[config.mk]
export PLATFORM = sky130hd
export DESIGN_NAME = fifo4_ctrl
export DESIGN_NICKNAME = d
export VERILOG_FILES = /design/src/rtl/fifo4_ctrl.sv
export SDC_FILE = /design/constraint.sdc
export NUM_CORES = 1
export LEC_CHECK = 0
export CORE_AREA = 2 2 108 110
export CTS_BUF_LIST = sky130_fd_sc_hd__clkbuf_4
export DETAILED_ROUTE_END_ITERATION = 6
export DIE_AREA = 0 0 110 112
export SLEW_MARGIN = 20
export SYNTH_ARGS = -nofsm -noshare
export SYNTH_HDL_FRONTEND = slang
export SYNTH_SLANG_ARGS = --single-unit
export TNS_END_PERCENT = 20
[constraint.sdc]
create_clock -name clk -period 6.8 [get_ports clk]
set_input_delay 1.36 -clock clk [delete_from_list [all_inputs] [get_ports clk]]
set_output_delay 1.36 -clock clk [all_outputs]
set_load 0.05 [all_outputs]
[src/rtl/fifo4_ctrl.sv]
// Pointer/occupancy controller for a 4-entry register buffer run as a first-word-fall-through queue.
// Upstream and downstream use valid/ready; in_ready never depends on out_ready.
module fifo4_ctrl #(
  parameter int DATA_W    = 64,
  parameter int ADDR_W    = 2,
  parameter int AFULL_LVL = 3
) (
  input  logic              clk,
  input  logic              rst,
  input  logic              flush,
  input  logic              in_valid,
  output logic              in_ready,
  input  logic [DATA_W-1:0] in_data,
  output logic              out_valid,
  input  logic              out_ready,
  output logic [DATA_W-1:0] out_data,
  output logic [ADDR_W-1:0] buf_w_addr,
  output logic [DATA_W-1:0] buf_w_data,
  output logic              buf_w_enable,
  output logic [ADDR_W-1:0] buf_r_addr,
  input  logic [DATA_W-1:0] buf_r_data,
  output logic [ADDR_W:0]   count,
  output logic              almost_full,
  output logic [ADDR_W:0]   high_water
);

  localparam logic [ADDR_W:0] PTR_ONE   = {{ADDR_W{1'b0}}, 1'b1};
  localparam logic [ADDR_W:0] AFULL_THR = AFULL_LVL[ADDR_W:0];

  logic [ADDR_W:0] wr_ptr;
  logic [ADDR_W:0] rd_ptr;
  logic [ADDR_W:0] count_nxt;
  logic            empty;
  logic            full;
  logic            push;
  logic            pop;

  // The extra MSB on each pointer is the wrap bit that tells full from empty.
  assign empty = (wr_ptr == rd_ptr);
  assign full  = (wr_ptr[ADDR_W-1:0] == rd_ptr[ADDR_W-1:0]) &&
                 (wr_ptr[ADDR_W] != rd_ptr[ADDR_W]);

  assign in_ready  = !full && !rst && !flush;
  assign out_valid = !empty && !rst && !flush;
  assign push      = in_valid && in_ready;
  assign pop       = out_valid && out_ready;

  assign buf_w_enable = push;
  assign buf_w_addr   = wr_ptr[ADDR_W-1:0];
  assign buf_w_data   = in_data;
  assign buf_r_addr   = rd_ptr[ADDR_W-1:0];
  assign out_data     = buf_r_data;

  assign almost_full = (count >= AFULL_THR);

  always_comb begin
    count_nxt = count;
    case ({push, pop})
      2'b10:   count_nxt = count + PTR_ONE;
      2'b01:   count_nxt = count - PTR_ONE;
      default: count_nxt = count;
    endcase
  end

  always_ff @(posedge clk) begin
    if (rst || flush) begin
      wr_ptr     <= '0;
      rd_ptr     <= '0;
      count      <= '0;
      high_water <= '0;
    end else begin
      if (push) wr_ptr <= wr_ptr + PTR_ONE;
      if (pop)  rd_ptr <= rd_ptr + PTR_ONE;
      count <= count_nxt;
      // count_nxt never exceeds the depth, so the peak saturates by construction.
      if (count_nxt > high_water) high_water <= count_nxt;
    end
  end

endmodule

# Word level (Yosys, flattened, before mapping)
# Cells that the tools add are included.
dict set report totals {
  ram_bits 0
  wordCells 28
  memories 0
  rom_bits 0
  in_bits 133
  regBits 12
  latchBits 0
}
dict set report op_classes {
  n_bitwise 0
  n_lt_le_gt_ge 2
  n_mux 1
  div 0
  reduce_logical 12
  shift 0
  eq_ne 5
  add_sub_neg 4
  n_mul 0
}
# operator n
set ops {}
lappend ops {{$add A3 B1 Y3 const B} 3}
lappend ops {{$logic_and A1 B1 Y1} 7}
lappend ops {{$pmux W3 S2} 1}
lappend ops {{$logic_not A1 Y1} 4}
lappend ops {{$eq A3 B3 Y1} 1}
lappend ops {{$ge A3 B2 Y1 const B} 1}
lappend ops {{$gt A3 B3 Y1} 1}
lappend ops {{$sub A3 B1 Y3 const B} 1}
lappend ops {{$eq A2 B1 Y1 const B} 1}
lappend ops {{$eq A2 B2 Y1} 1}
lappend ops {{$eq A2 B2 Y1 const B} 1}
lappend ops {{$logic_or A1 B1 Y1} 1}
lappend ops {{$ne A1 B1 Y1} 1}

# Depth between registers and ports, before layout
# Gate-level depths: netlist (run 1).
dict set report logic_depth {
  word_depth 9
  ltp_mapped 15
  depth_no_buf 15
}

# Least setup slack after synthesis (run 1)
# No wires, ideal clock.
dict set report synth_path {
  kind {input to register}
  from {input rst}
  to {register high_water[2]}
  setup_time_ns 0.114
  setup_slack_ns 1.960
  required_time_ns 6.686
  cell_stages 14
  arrival_ns 4.725
  cell_sequence {or2_2 > clkbuf_1 > a21oi_1 > nand2_1 > ha_1 > fa_1 > xnor2_1 > nor2_1 > xnor2_1 > inv_1 > ha_1 > and3_1 > and2_1 > a2111oi_0}
}
dict set report synth_between {
  elab_chain_cells 7
  elab_cells_between_ends 12
  classes_between {1 x order compare; 2 x eq/ne; 1 x mux; 8 x reduce/logical}
}
# item line_no
set synth_lines {}
lappend synth_lines {{start: declaration} 9} ;# input logic rst,
lappend synth_lines {{$logic_not A1 Y1 *} 43} ;# assign in_ready = !full && !rst && !flush;
lappend synth_lines {{$logic_and A1 B1 Y1 * (2 in a row)} 43}
lappend synth_lines {{named net in_ready} 12} ;# output logic in_ready,
lappend synth_lines {{$logic_and A1 B1 Y1 *} 45} ;# assign push = in_valid && in_ready;
lappend synth_lines {{$eq A2 B1 Y1 / $eq A2 B2 Y1 (equally long branches)} 58} ;# case ({push, pop})
lappend synth_lines {{$pmux W3 S2 *} 58}
lappend synth_lines {{named net count_nxt[2]} 32} ;# logic [ADDR_W:0] count_nxt;
lappend synth_lines {{$gt A3 B3 Y1} 76} ;# if (count_nxt > high_water) high_water <= count_nxt;
lappend synth_lines {{end signal: assignment} 76}
lappend synth_lines {{end: declaration} 24} ;# output logic [ADDR_W:0] high_water
# The timed path passes the listed nets; every way through them passes the cells marked *.
# A chain may end at the register's enable or synchronous reset.

# Worst setup path after layout (run 1)
dict set report layout_path {
  from {input rst}
  to {output buf_w_enable}
}
dict set report layout_between {
  elab_chain_cells 4
}
# item line_no
set layout_lines {}
lappend layout_lines {{$logic_not A1 Y1} 43}
lappend layout_lines {{$logic_and A1 B1 Y1 (2 in a row)} 43}
lappend layout_lines {{$logic_and A1 B1 Y1} 45}
lappend layout_lines {{end: declaration} 19} ;# output logic buf_w_enable,
# Every way passes these cells.

==> results of run 1 <==
-- cell families (layout without fill, tap and decap cells) --
group	Yosys count	after routing	synth area share
xor gates and xnor gates	9	9	0.0508
buffers and inverters	138	26	0.597
and+or+nand+nor	29	29	0.0832
AOI/OAI and AO/OA	13	13	0.0537
muxes	3	3	0.0184
adders and majority gates	7	7	0.0559
DFF	12	12	0.141
-- layer usage --
metal | global-route usage | part of all wire | wire [um] | vias up
met3 | 0.0445 | 0.17 | 559 | 40
met2 | 0.0785 | 0.47 | 1530 | 46
met4 | 0.0532 | 0.10 | 335 | 0
li1 | - | - | - | 312
met5 | 0 | 0 | 0 | -
met1 | 0.0335 | 0.26 | 841 | 311
-- state kept, by name (all words and copies together) (netlist names) --
| signal | count |
|---|---|
| high_water | 3 |
| rd_ptr | 3 |
| count | 3 |
| wr_ptr | 3 |
-- critical path: cells and delay by family --
family / cells / cell delay, ns
AOI/OAI and AO/OA: 1 / 0.22
buffers and inverters: 2 / 1.18
and+or+nand+nor: 2 / 0.58
-- where the power goes --
| part | internal (mW) | switching [mW] |
|---|---|---|
| Clock | 0.0213 | 0.0255 |
| Sequential | 0.0715 | 0.00177 |
| Combinational | 0.0114 | 0.0181 |
| Total | 0.104 | 0.0454 |
-- layout make-up --
class	instances	area, um2	area share
Clock buffer	3	22.5	0.0207
Timing Repair Buffer	18	180	0.166
Clock inverter	1	3.75	0.00346
Tap cell	143	179	0.165
Inverter	4	15.0	0.0138
Sequential cell	12	240	0.221
Multi-Input combinational cell	61	445	0.410
-- Yosys cell counts (2+ instances only) --
master / n / area, um2
o31ai_1: 3 / 22.5
nand2_1: 8 / 30.0
and2_1: 3 / 18.8
buf_4: 132 / 991
inv_1: 4 / 15.0
dfxtp_1: 12 / 240
a31oi_1: 2 / 12.5
xor2_1: 5 / 43.8
or3_1: 2 / 12.5
mux2i_1: 2 / 20.0
ha_1: 6 / 75.1
nor2_1: 8 / 30.0
a21oi_1: 4 / 20.0
xnor2_1: 3 / 26.3
nor2b_1: 2 / 12.5
-- worst min-delay path by stage --
stage,start,end,depth (start not counted)
6_report,high_water[0],high_water[0],2
2_1_floorplan,rd_ptr[2],rd_ptr[2],2
5_1_grt,high_water[1],high_water[1],2
4_1_cts,high_water[0],high_water[0],2
3_5_place_dp,high_water[0],high_water[0],2
3_3_place_gp,high_water[0],high_water[0],2
-- through the flow --
stage | setup WS, ns | utilization | total power, mW | instances | hold WS [ns]
after CTS | 2.09 | 0.0972 | 0.150 | 242 | 0.514
final | 2.10 | 0.0972 | 0.150 | 242 | 0.510
after global placement | 2.11 | 0.0948 | 0.104 | 238 | 0.507
after detailed placement | 1.98 | 0.0948 | 0.105 | 238 | 0.503
after global routing | 2.03 | 0.0972 | 0.158 | 242 | 0.535
after floorplan | 1.96 | - | 0.298 | 211 | 0.501
==> reports/metrics.yaml, run 1 <==
die:
  die_area_um2: 12300
  start_util: 0.152
  std_cell_rows: 39
  dieHeight_um: 112
  ios: 275
  core-area_um2: 11200
  die_x_um: 110
global_routing:
  track_usage: 0.0507
  grt_overflow: 0
  grt_pass1_wl_mm: 4.46
  grt_antenna_before_repair: 0
  grt_max_degree: 15
  grt_pass1_vias: 690
final_layout:
  final_area_um2: 1090
  antenna_cells: 0
  layout_commonest_cell: "clkdlybuf4s50_1"
  layout-drive-gt1-share: 0.0808
  nNetsFinal: 240
  syn_to_final_growth_pct: -36.1
  layout_common_cells: "clkdlybuf4s50_1 (18), dfxtp_1 (12), nor2_1 (8), nand2_1 (8), ha_1 (6)"
  fillers: 1256
worst_setup_path:
  rrSetupSlack_ns: 3.32
  r2r_start: "rd_ptr[1]"
  critPathLaunchType: "primary input"
  worstReg2RegEnd: "high_water[2]"
  crit_path_max_incr_delay_ns: 0.79
  crit_required_ns: 5.44
  cp.arrival_ns: 3.34
  critPathLaunch: "rst"
  crit_type: "in -> out"
  crit_end: "buf_w_enable"
  cpMostUsedCell: "clkdlybuf4s50_1"
  reg2reg_depth: 14
  crit_slowest_cell: "clkdlybuf4s50_1"
  worstSetupEndpointType: "output pin"
  crit_fanout: 14
  crit_chain: "clkdlybuf4s50_1, or2_2, a21oi_1, and2_1, clkdlybuf4s50_1"
logic_synthesis:
  synth-seq-area-share: 0.141
  yosysWarnings: 0
  synthArstFlopShare: 0
  syn_inst: 211
  synth_edf_count: 0
  ys.flop_type: "dfxtp_1"
  syn_nets: 351
  yosysUniqueCellTypes: 30
  ys_ff_latch: 12
  syn_avg_cell_area_um2: 8.06
  synthesis.area_um2: 1700
timing:
  setup_viol: 0
  hold_violations: 0
  rsz0062_at_grt: "no"
  fin_setup_tns_ns: 0
  max_freq_ghz: 0.213
  fin_worst_skew_ns: 0.00161
  slew_headroom: 0.631
  tightest_slew_ns: 0.552
  maxSlewViolCount: 0
  min_period_over_period: 0.691
  final_period_minus_worst_setup_slack_ns: 4.70
clock_network:
  clk_pin_slew_ns: 0.08
  cts-buffers-inserted: 3
  cts-resized-gates: 0
  post-cts-setup-buffers: 0
  htree_num_levels: 1
  cts_root_buffer: "clkbuf_4"
  hold_buffers: 0
  clk_latency_ns: 0.28
  clockBufferDepth: 2
  cts_tree: "built"
  clkSinkCount: 12
drt:
  wl_per_cell_um: 13.5
  ant_nets: 0
  firstDrtPassIters: 4
  avgViaCountPerCell: 2.93
  vias: 709
  wl_mm: 3.27
  route.detailed.drc: 0
  drt_iter0_drc: 21
hold_path:
  hp-class: "reg -> reg"
placed_design:
  post_dp_cell_area_um2: 1060
  routabilityCongestion: 0.701
  io_buffers: 18
  dp.final_hpwl_mm: 2.78
power:
  p_leak_nw: 0.387
  worst_ir_drop_vdd_uv: 47.2
  p_per_area_nw_per_um2: 138
flow_run:
  maxCapViolations: 0
status:
  status: "finished clean"
Note: power is estimated with default switching activity, not from simulation.
==> inputs of run 2 (changes only) <==
==> constraint.sdc (replaced) <==
create_clock -name clk -period 3.85 [get_ports clk]
set_input_delay 0.77 -clock clk [delete_from_list [all_inputs] [get_ports clk]]
set_output_delay 0.77 -clock clk [all_outputs]
set_load 0.05 [all_outputs]
==> reports/metrics.yaml, run 2 (same netlist as run 1, synthesis figures left out) <==
status:
  status: "finished clean"
final_layout:
  nNetsFinal: 248  # +3.3%
  syn_to_final_growth_pct: -31.6
  stdcell_count: 250  # +3.3%
  regArea_um2: 240  # unchanged
  layout_common_cells: "clkdlybuf4s50_1 (16), dfxtp_1 (12), buf_4 (10), nor2_1 (8), nand2_1 (8)"
  final_area_um2: 1160  # +7.0%
  layout_commonest_cell: "clkdlybuf4s50_1"
  multi_input_area_um2: 467  # +4.8%
  fillers: 1276  # +1.6%
  antenna_cells: 0  # unchanged
  layout-drive-gt1-share: 0.196  # +0.115
timing:
  final_period_minus_worst_setup_slack_ns: 3.64
  hold_violations: 0  # unchanged
  fin_worst_skew_ns: 0.00138  # -0.000227 ns
  tightest_slew_ns: 0.542  # -0.00986 ns
  setup_viol: 0  # unchanged
  maxSlewViolCount: 0  # unchanged
  rsz0062_at_grt: "no"
  min_period_over_period: 0.946
  holdWs_ns: 0.498  # -0.0121 ns
  max_freq_ghz: 0.275
  slew_headroom: 0.637  # +0.00659
global_routing:
  track_usage: 0.0492  # -0.00149
  grt.busiest_layer: "met2"
  grt_overflow: 0  # unchanged
  grt_use_met1: 0.0336  # +0.000119
  grt_pass1_wl_mm: 4.55  # +1.9%
  grt_antenna_before_repair: 0  # unchanged
  use_met3: 0.0427  # -0.00176
  grt_pass1_vias: 788  # +14%
  met2_usage: 0.0789  # +0.000409
  grt_max_degree: 10  # -5
worst_setup_path:
  rrSetupSlack_ns: 0.53  # -2.79 ns
  reg2reg_depth: 15  # +1
  crit_chain: "clkdlybuf4s50_1, or2_2, a21oi_4, nand2_1, ha_1, fa_1, xnor2_1, nor2_1, xnor2_1, inv_1, ha_1, and3_1, a21oi_1, nand2_1, o31ai_1"
  crit_type: "in -> reg"
  crit_required_ns: 4.04  # -1.40 ns
  worstSetupEndpointType: "flop"
  critPathLaunchType: "primary input"
  crit_fanout: 5  # -9
  r2r_start: "rd_ptr[1]"
  crit_path_max_incr_delay_ns: 0.39  # -0.40 ns
  cp.arrival_ns: 3.83  # +0.49 ns
  critPathLaunch: "rst"
  crit_slowest_cell: "clkdlybuf4s50_1"
  worstReg2RegEnd: "high_water[1]"
  crit_end: "high_water[1]"
clock_network:
  cts_root_buffer: "clkbuf_4"
  cts-buffers-inserted: 3  # unchanged
  clkSinkCount: 12  # unchanged
  cts_tree: "built"
  clockBufferDepth: 2  # unchanged
  clk_latency_ns: 0.26  # -0.02 ns
  clk_pin_slew_ns: 0.08  # about the same
  htree_num_levels: 1  # unchanged
drt:
  route.detailed.drc: 0  # unchanged
  drt_iter0_drc: 17  # -19%
  avgViaCountPerCell: 3.08  # +5.3%
  wl_mm: 3.23  # -1.0%
  wl_per_cell_um: 12.9  # -4.2%
  firstDrtPassIters: 2  # -2
  vias: 771  # +8.7%
  ant_nets: 0  # unchanged
die:
  die_area_um2: 12300  # unchanged
  core-area_um2: 11200  # unchanged
  start_util: 0.152  # unchanged
  std_cell_rows: 39  # unchanged
  die_x_um: 110  # unchanged
  dieHeight_um: 112  # unchanged
  ios: 275  # unchanged
flow_run:
  maxCapViolations: 0  # unchanged
hold_path:
  hp-class: "reg -> reg"
  worstHoldPathCells: 2  # unchanged
power:
  p_per_area_nw_per_um2: 230  # +67%
  worst_ir_drop_vdd_uv: 100  # +110%
  p_leak_nw: 0.431  # +11%
placed_design:
  routabilityCongestion: 0.681  # -2.8%
  dp.cells: 246  # +3.4%
  io_buffers: 18  # unchanged
  post_dp_cell_area_um2: 1130  # +6.6%
  dp.final_hpwl_mm: 2.80  # +0.60%
run 2: cell types whose count changed in the layout (fill, tap and decap cells not counted):
cell / previous run / this run
a21oi_1: 4 / 2
a2111oi_2: 0 / 1
buf_4: 0 / 10
clkdlybuf4s50_1: 18 / 16
a21oi_2: 0 / 1
a2111oi_0: 1 / 0
a21oi_4: 0 / 1
run 2: cell type report:
cell class,count,share of cell area
inverters,4,0.0129
well taps,143,0.154
clock buffers,3,0.0194
clock inverters,1,0.00323
repair buffers,26,0.202
multi-input cells,61,0.402
flip-flops and latches,12,0.207
run 2: report_power, final:
part           leakage, nW  internal (mW)  switching, mW  total, mW
Combinational        0.319         0.0245         0.0350     0.0595
Clock               0.0154         0.0374         0.0416     0.0790
Sequential          0.0970          0.126        0.00301      0.129
Total                0.431          0.188         0.0795      0.268
run 2: worst min path at each step:
stage / from / to
final: high_water[0] / high_water[0]
after global routing: high_water[0] / high_water[0]
after CTS: high_water[0] / high_water[0]
after detailed placement: high_water[0] / high_water[0]
after global placement: high_water[0] / high_water[0]
after floorplan: rd_ptr[2] / rd_ptr[2]
run 2: worst max-delay path: cells and delay by family:
| kind | cells | cell delay, ns |
|---|---|---|
| AO/OA/AOI/OAI | 3 | 0.55 |
| AND/OR/NAND/NOR | 5 | 0.85 |
| adder cells (fa/ha/maj) | 3 | 0.92 |
| buffers and inverters | 2 | 0.45 |
| XOR/XNOR | 2 | 0.29 |
run 2: what timing repair did:
action / in CTS / in global routing
buffers inserted: 0 / 0
hold buffers: 0 / 0
setup endpoints to repair: 0 / 1
resized for setup: 0 / 2
run 2: layer usage:
layer | vias to the layer above | wire length [um]
met5 | - | 0
met4 | 0 | 329
met3 | 42 | 597
met2 | 63 | 1520
met1 | 338 | 780
li1 | 328 | -
run 2: metrics by stage:
| stage | setup slack, ns | util | TNS (ns) | total power [mW] |
|---|---|---|---|---|
| 5_1_grt | 0.0000977 | 0.104 | 0 | 0.286 |
| 6_report | 0.208 | 0.104 | 0 | 0.268 |
| 3_3_place_gp | 0.0177 | 0.101 | 0 | 0.190 |
| 4_1_cts | 0.196 | 0.103 | 0 | 0.272 |
| 3_5_place_dp | -0.0923 | 0.101 | -0.136 | 0.191 |
| 2_1_floorplan | 0.0997 | - | 0 | 0.529 |
